===== src/rtl/trdb_apb_bridge.sv =====
// APB slave bridge fanning one APB port out to NUM_TARGETS valid/ready register targets.
// Decodes the target from the upper address bits, waits for the target, and registers the response.
module trdb_apb_bridge #(
    parameter int APB_ADDR_WIDTH = 12,
    parameter int TGT_ADDR_WIDTH = 8,
    parameter int NUM_TARGETS    = 2,
    parameter int TIMEOUT_CYCLES = 16
) (
    input  logic                        clk_i,
    input  logic                        rst_ni,
    input  logic [APB_ADDR_WIDTH-1:0]   paddr,
    input  logic [31:0]                 pwdata,
    input  logic                        pwrite,
    input  logic                        psel,
    input  logic                        penable,
    output logic [31:0]                 prdata,
    output logic                        pready,
    output logic                        pslverr,
    input  logic [32*NUM_TARGETS-1:0]   per_rdata_i,
    input  logic [NUM_TARGETS-1:0]      per_ready_i,
    output logic [31:0]                 per_wdata_o,
    output logic [TGT_ADDR_WIDTH-1:0]   per_addr_o,
    output logic                        per_we_o,
    output logic [NUM_TARGETS-1:0]      per_valid_o
);

    localparam int CNT_W = (TIMEOUT_CYCLES > 0) ? $clog2(TIMEOUT_CYCLES + 1) : 1;
    localparam logic [CNT_W-1:0] CNT_LAST =
        (TIMEOUT_CYCLES > 0) ? CNT_W'(TIMEOUT_CYCLES - 1) : '0;

    typedef enum logic [1:0] {
        ST_IDLE,
        ST_ACCESS,
        ST_RESP
    } state_e;

    state_e                      state_q, state_d;
    logic [TGT_ADDR_WIDTH-1:0]   addr_q, addr_d;
    logic [31:0]                 wdata_q, wdata_d;
    logic                        we_q, we_d;
    logic [NUM_TARGETS-1:0]      valid_q, valid_d;
    logic [CNT_W-1:0]            cnt_q, cnt_d;
    logic [31:0]                 prdata_q, prdata_d;
    logic                        pready_q, pready_d;
    logic                        pslverr_q, pslverr_d;

    logic [31:0]                 dec_idx;
    logic                        dec_hit;
    logic [NUM_TARGETS-1:0]      dec_onehot;
    logic [31:0]                 rdata_masked [NUM_TARGETS];
    logic [31:0]                 sel_rdata;
    logic                        sel_ready;

    assign dec_idx = 32'(paddr[APB_ADDR_WIDTH-1:TGT_ADDR_WIDTH]);
    assign dec_hit = (dec_idx < 32'(NUM_TARGETS));

    // The one-hot valid register doubles as the response mux select, so
    // ready/rdata of non-selected targets never reach the response path.
    generate
        for (genvar gi = 0; gi < NUM_TARGETS; gi++) begin : g_tgt
            assign dec_onehot[gi]   = (dec_idx == 32'(gi));
            assign rdata_masked[gi] = valid_q[gi] ? per_rdata_i[32*gi +: 32] : 32'h0;
        end
    endgenerate

    assign sel_ready = |(per_ready_i & valid_q);

    always_comb begin
        sel_rdata = 32'h0;
        for (int k = 0; k < NUM_TARGETS; k++) begin
            sel_rdata = sel_rdata | rdata_masked[k];
        end
    end

    always_comb begin
        state_d   = state_q;
        addr_d    = addr_q;
        wdata_d   = wdata_q;
        we_d      = we_q;
        valid_d   = valid_q;
        cnt_d     = cnt_q;
        prdata_d  = prdata_q;
        pready_d  = 1'b0;
        pslverr_d = 1'b0;

        case (state_q)
            ST_IDLE: begin
                if (psel && penable) begin
                    if (dec_hit) begin
                        addr_d  = paddr[TGT_ADDR_WIDTH-1:0];
                        wdata_d = pwdata;
                        we_d    = pwrite;
                        valid_d = dec_onehot;
                        cnt_d   = '0;
                        state_d = ST_ACCESS;
                    end else begin
                        prdata_d  = 32'h0;
                        pready_d  = 1'b1;
                        pslverr_d = 1'b1;
                        state_d   = ST_RESP;
                    end
                end
            end
            ST_ACCESS: begin
                if (!psel) begin
                    valid_d = '0;
                    state_d = ST_IDLE;
                end else if (sel_ready) begin
                    // A ready arriving on the last counted cycle still wins over the timeout.
                    prdata_d  = we_q ? 32'h0 : sel_rdata;
                    pready_d  = 1'b1;
                    pslverr_d = 1'b0;
                    valid_d   = '0;
                    state_d   = ST_RESP;
                end else if ((TIMEOUT_CYCLES != 0) && (cnt_q == CNT_LAST)) begin
                    prdata_d  = 32'h0;
                    pready_d  = 1'b1;
                    pslverr_d = 1'b1;
                    valid_d   = '0;
                    state_d   = ST_RESP;
                end else begin
                    cnt_d = cnt_q + CNT_W'(1);
                end
            end
            ST_RESP: begin
                state_d = ST_IDLE;
            end
            default: begin
                valid_d = '0;
                state_d = ST_IDLE;
            end
        endcase
    end

    always_ff @(posedge clk_i or negedge rst_ni) begin
        if (!rst_ni) begin
            state_q   <= ST_IDLE;
            addr_q    <= '0;
            wdata_q   <= '0;
            we_q      <= 1'b0;
            valid_q   <= '0;
            cnt_q     <= '0;
            prdata_q  <= '0;
            pready_q  <= 1'b0;
            pslverr_q <= 1'b0;
        end else begin
            state_q   <= state_d;
            addr_q    <= addr_d;
            wdata_q   <= wdata_d;
            we_q      <= we_d;
            valid_q   <= valid_d;
            cnt_q     <= cnt_d;
            prdata_q  <= prdata_d;
            pready_q  <= pready_d;
            pslverr_q <= pslverr_d;
        end
    end

    assign prdata      = prdata_q;
    assign pready      = pready_q;
    assign pslverr     = pslverr_q;
    assign per_wdata_o = wdata_q;
    assign per_addr_o  = addr_q;
    assign per_we_o    = we_q;
    assign per_valid_o = valid_q;

endmodule


===== config.mk =====
export PLATFORM = sky130hd
export DESIGN_NAME = trdb_apb_bridge
export DESIGN_NICKNAME = d
export VERILOG_FILES = /design/src/rtl/trdb_apb_bridge.sv
export SDC_FILE = /design/constraint.sdc
export NUM_CORES = 1
export LEC_CHECK = 0
export CAP_MARGIN = 20
export CELL_PAD_IN_SITES_DETAIL_PLACEMENT = 1
export CELL_PAD_IN_SITES_GLOBAL_PLACEMENT = 2
export CORE_UTILIZATION = 23
export DETAILED_ROUTE_END_ITERATION = 10
export PLACE_DENSITY = 0.89
export SETUP_SLACK_MARGIN = 0.3
export SYNTH_ARGS = -nofsm -noshare
export SYNTH_HDL_FRONTEND = slang
export SYNTH_SLANG_ARGS = --single-unit

===== constraint.sdc =====
create_clock -name clk_i -period 2.6 [get_ports clk_i]
set_input_delay 0.26 -clock clk_i [delete_from_list [all_inputs] [get_ports clk_i]]
set_output_delay 0.26 -clock clk_i [all_outputs]
set_load 0.01 [all_outputs]

==> impl_results.md <==
- Max cap viols: 0
- Flop pwr share: 42.2%
- Core Area: between 10,000 and 15,000 um^2
- Area of all placed cells without fillers: 5850 um^2
- Number of instances in the synthesized netlist: 255
- Worst slew margin relative to its limit: between 30% and 40%
- Class of the tightest hold or removal check: input pin to async pin
- Clock buffers created by TritonCTS: 9
- HPWL after detailed placement: 8130 um
- Multi-input combinational cell area: approximately 1200 um^2
- Clock transition at the registers of the reported paths: 0.06 ns
- Wire length reported by the detailed router: 10,700 um
- Fin crit period: 2.12 ns
- Nets@finish: 560
- Class of the most critical setup path: flip-flop to flip-flop
- Synthesized Nets: 373
- Number of different library cells in the post-synthesis netlist: 29
- Largest net degree at the start of global routing: 47
- Storage element area: 2100 um^2
- Yosys warning total: 0
- Placer congestion estimate: about 0.73
- Setup crit end kind: flip-flop
- Hold Violations, Final: 0
- Total power after layout: between 3 and 4 mW
- Total DRC errors in the routed layout: 38
- Number of antenna violations at the first check in global routing: 0
- Final Setup Violations: 0
- Number of filler cells placed in the layout: 1,544
- Area Growth Syn to Fin: 68.6%
- Die extent in y: 125 um
- Post-synth ARST share: 100%
- Overall Global Routing Usage: between 10% and 20%
- Psw: 0.957 mW
- Post-route antenna net violation count: 0
- Violations in the final reports: DRC
- Share of layout cells above drive strength 1: 14.2%
- Dominant cell type by area after synthesis: dfrtp_1
- Mean instance size in the synthesized netlist: 13.6 um^2
- Maximum net fanout on the critical path: 6
- Total iterations of the first detailed-routing run: 7
- Highest ir drop seen on vdd: 0.000368 V
- Number of diodes added for antenna fixing: 0
- Ratio of final minimum period to clock period: 81.7%
- Post-Place Cell Area: between 5000 and 6000 um^2
- Sequential element share of the synthesized area: 60.6%
- RSZ-0062 raised after global routing: false
- End-of-flow core utilization: 40.0%
- Number of flip-flops and latches in the synthesized netlist: 84
- Master cell of the clock root buffer: clkbuf_16
- Synth top cells by count: dfrtp_1 (84), mux2_2 (41), a22oi_1 (33), o2bb2ai_1 (33), clkbuf_1 (11)
- Netlist Area Pre-Place: around 3500 um^2
- Top-area cell type share of the netlist area: 60.6%
- Number of placement rows: 44
- Sum Neg Setup Slack: 0 ns
- Number of global-route vias before repair: 3,238
- Cell with the most instances after synthesis: dfrtp_1
- Combinational group share of total power: 26.0%
- Number of vias per cell after detailed routing: 4.60
- Initial DRC Count: 143
- Crit path DAT: between 2 and 2.5 ns
- Port Buf Inserts: ~190
- Number of synthesized flops with an enable pin: 0
- Number of instances resized during post-cts repair: 0
- I/O pin count: around 190
- Die Wd: approximately 120 um
- Design internal power: 2.80 mW
- Starting density of the core: 23.7%
- Required time worst endpoint: 2.83 ns
- Clock tree from TritonCTS: done
- CP startpoint kind: flip-flop
- Wire length of the first global-routing pass: 17,300 um
- Top flip-flop cell by instance count after synthesis: dfrtp_1
- Run status: complete, but fails checks
- Wirelength per Cell: 17.0 um
- Areal power density over the cells: 642 nW/um^2
- Clock share of power: 31.8%
- Tightest Pin Transition: 1.04 ns
- Ranking of synthesized cells by area: dfrtp_1 (61%), mux2_2 (13%), o2bb2ai_1 (8.3%)
- Clock latency at the later pin of the worst-skew pair: between 0.3 and 0.4 ns
- Via count: 2,895
- Area of the die: around 16,000 um^2
- Worst-case clock buffer depth: 2
- Maximum level of the CTS H-tree: 3
- Fraction of power spent switching nets: 25.5%
- Worst hold slack across all endpoints: 0.433 ns
- GRT Residual Overflow: 0
- Max Clock Skew: 0.00881 ns
- Clock net sink count: 84
- Static Leak: 2.40 nW
- Fmax: 471 MHz
- Final-report max-slew violation count: 0
## sequential cells by signal (all words and copies together), names as in the netlist
register and count:
per_wdata_o 32, cnt_q 5, per_we_o 1, state_q 2, prdata 32, per_addr_o 8, pready 1, per_valid_o 2
pslverr 1
## layer usage
| metal | up-vias | global-route usage (%) | wire length (um) |
|---|---|---|---|
| met4 | 0 | 6.89 | 211 |
| met1 | 1384 | 16.5 | 4360 |
| met3 | 14 | 6.74 | 1450 |
| li1 | 1338 | - | - |
| met2 | 159 | 22.4 | 4690 |
| met5 | - | 0 | 0 |
## stage by stage
step	setup WS, ns	cells
after floorplan	0.661	255
after global placement	0.423	614
after detailed placement	0.382	614
after CTS	0.475	629
after global routing	0.392	629
final	0.475	629
## cell type report
type / instances / area share (%)
well taps: 184 / 3.93
clock inverters: 2 / 0.171
repair buffers: 198 / 33.8
multi-input cells: 145 / 21.4
flip-flops and latches: 84 / 35.9
inverters: 4 / 0.257
clock buffers: 12 / 4.56
## power by group through the flow
stage	clock, mW	sequential [mW]	combinational, mW
floorplan	0	1.67	0.283
global placement	0	1.59	0.970
detailed placement	0	1.61	0.991
CTS	1.24	1.59	0.998
global route	1.29	1.61	1.06
finish	1.20	1.58	0.977
## logic make-up after synthesis
| logic type | share of synthesized area, % |
|---|---|
| simple gates | 3.57 |
| compound gates | 18.1 |
| buf+inv | 3.39 |
| fa+ha+maj | 1.08 |
| flops | 60.6 |
| mux | 13.3 |
## placed cells by master, fill, tap and decap left out, types with 2 or more instances in the layout
cell             synthesis  routed
clkdlybuf4s50_1          0     190
o21ai_0                  3       3
or3_1                    4       4
ha_1                     3       3
nand2_1                  3       3
clkbuf_8                 0       3
a22oi_1                 33      33
mux2_2                  41      41
inv_1                    4       4
a31oi_1                  2       2
o2bb2ai_1               33      33
a21oi_1                  2       2
and3_1                   3       3
clkinv_2                 0       2
clkbuf_16                0       9
nor3_1                   2       2
buf_4                    0       6
dfrtp_1                 84      84
nand3_1                  4       4
## worst paths after layout
check	endpoint	startpoint	slack (ns)	cells past startpoint
setup reg to reg	cnt_q[1]	cnt_q[0]	0.48	6
hold / removal	per_wdata_o[27]	rst_ni	0.43	2
hold reg to reg	prdata[23]	prdata[23]	0.49	1
max in group asynchronous	prdata[26]	rst_ni	1.52	3
setup / recovery	cnt_q[1]	cnt_q[0]	0.48	6
min in group clk_i	prdata[23]	prdata[23]	0.49	1
## critical path: stages, from the launching register on
cell     delay, ns
dfrtp_1       0.42
ha_1          0.24
and3_1        0.21
ha_1          0.21
or3_1         0.50
and3_1        0.24
a31o_1        0.19
## timing repair
| action | in CTS | in global routing |
|---|---|---|
| setup buffers | 0 | 0 |
| hold buffers | 1 | 0 |
| hold endpoints to repair | 38 | 0 |
No activity file was read; power rests on OpenSTA's default activity.
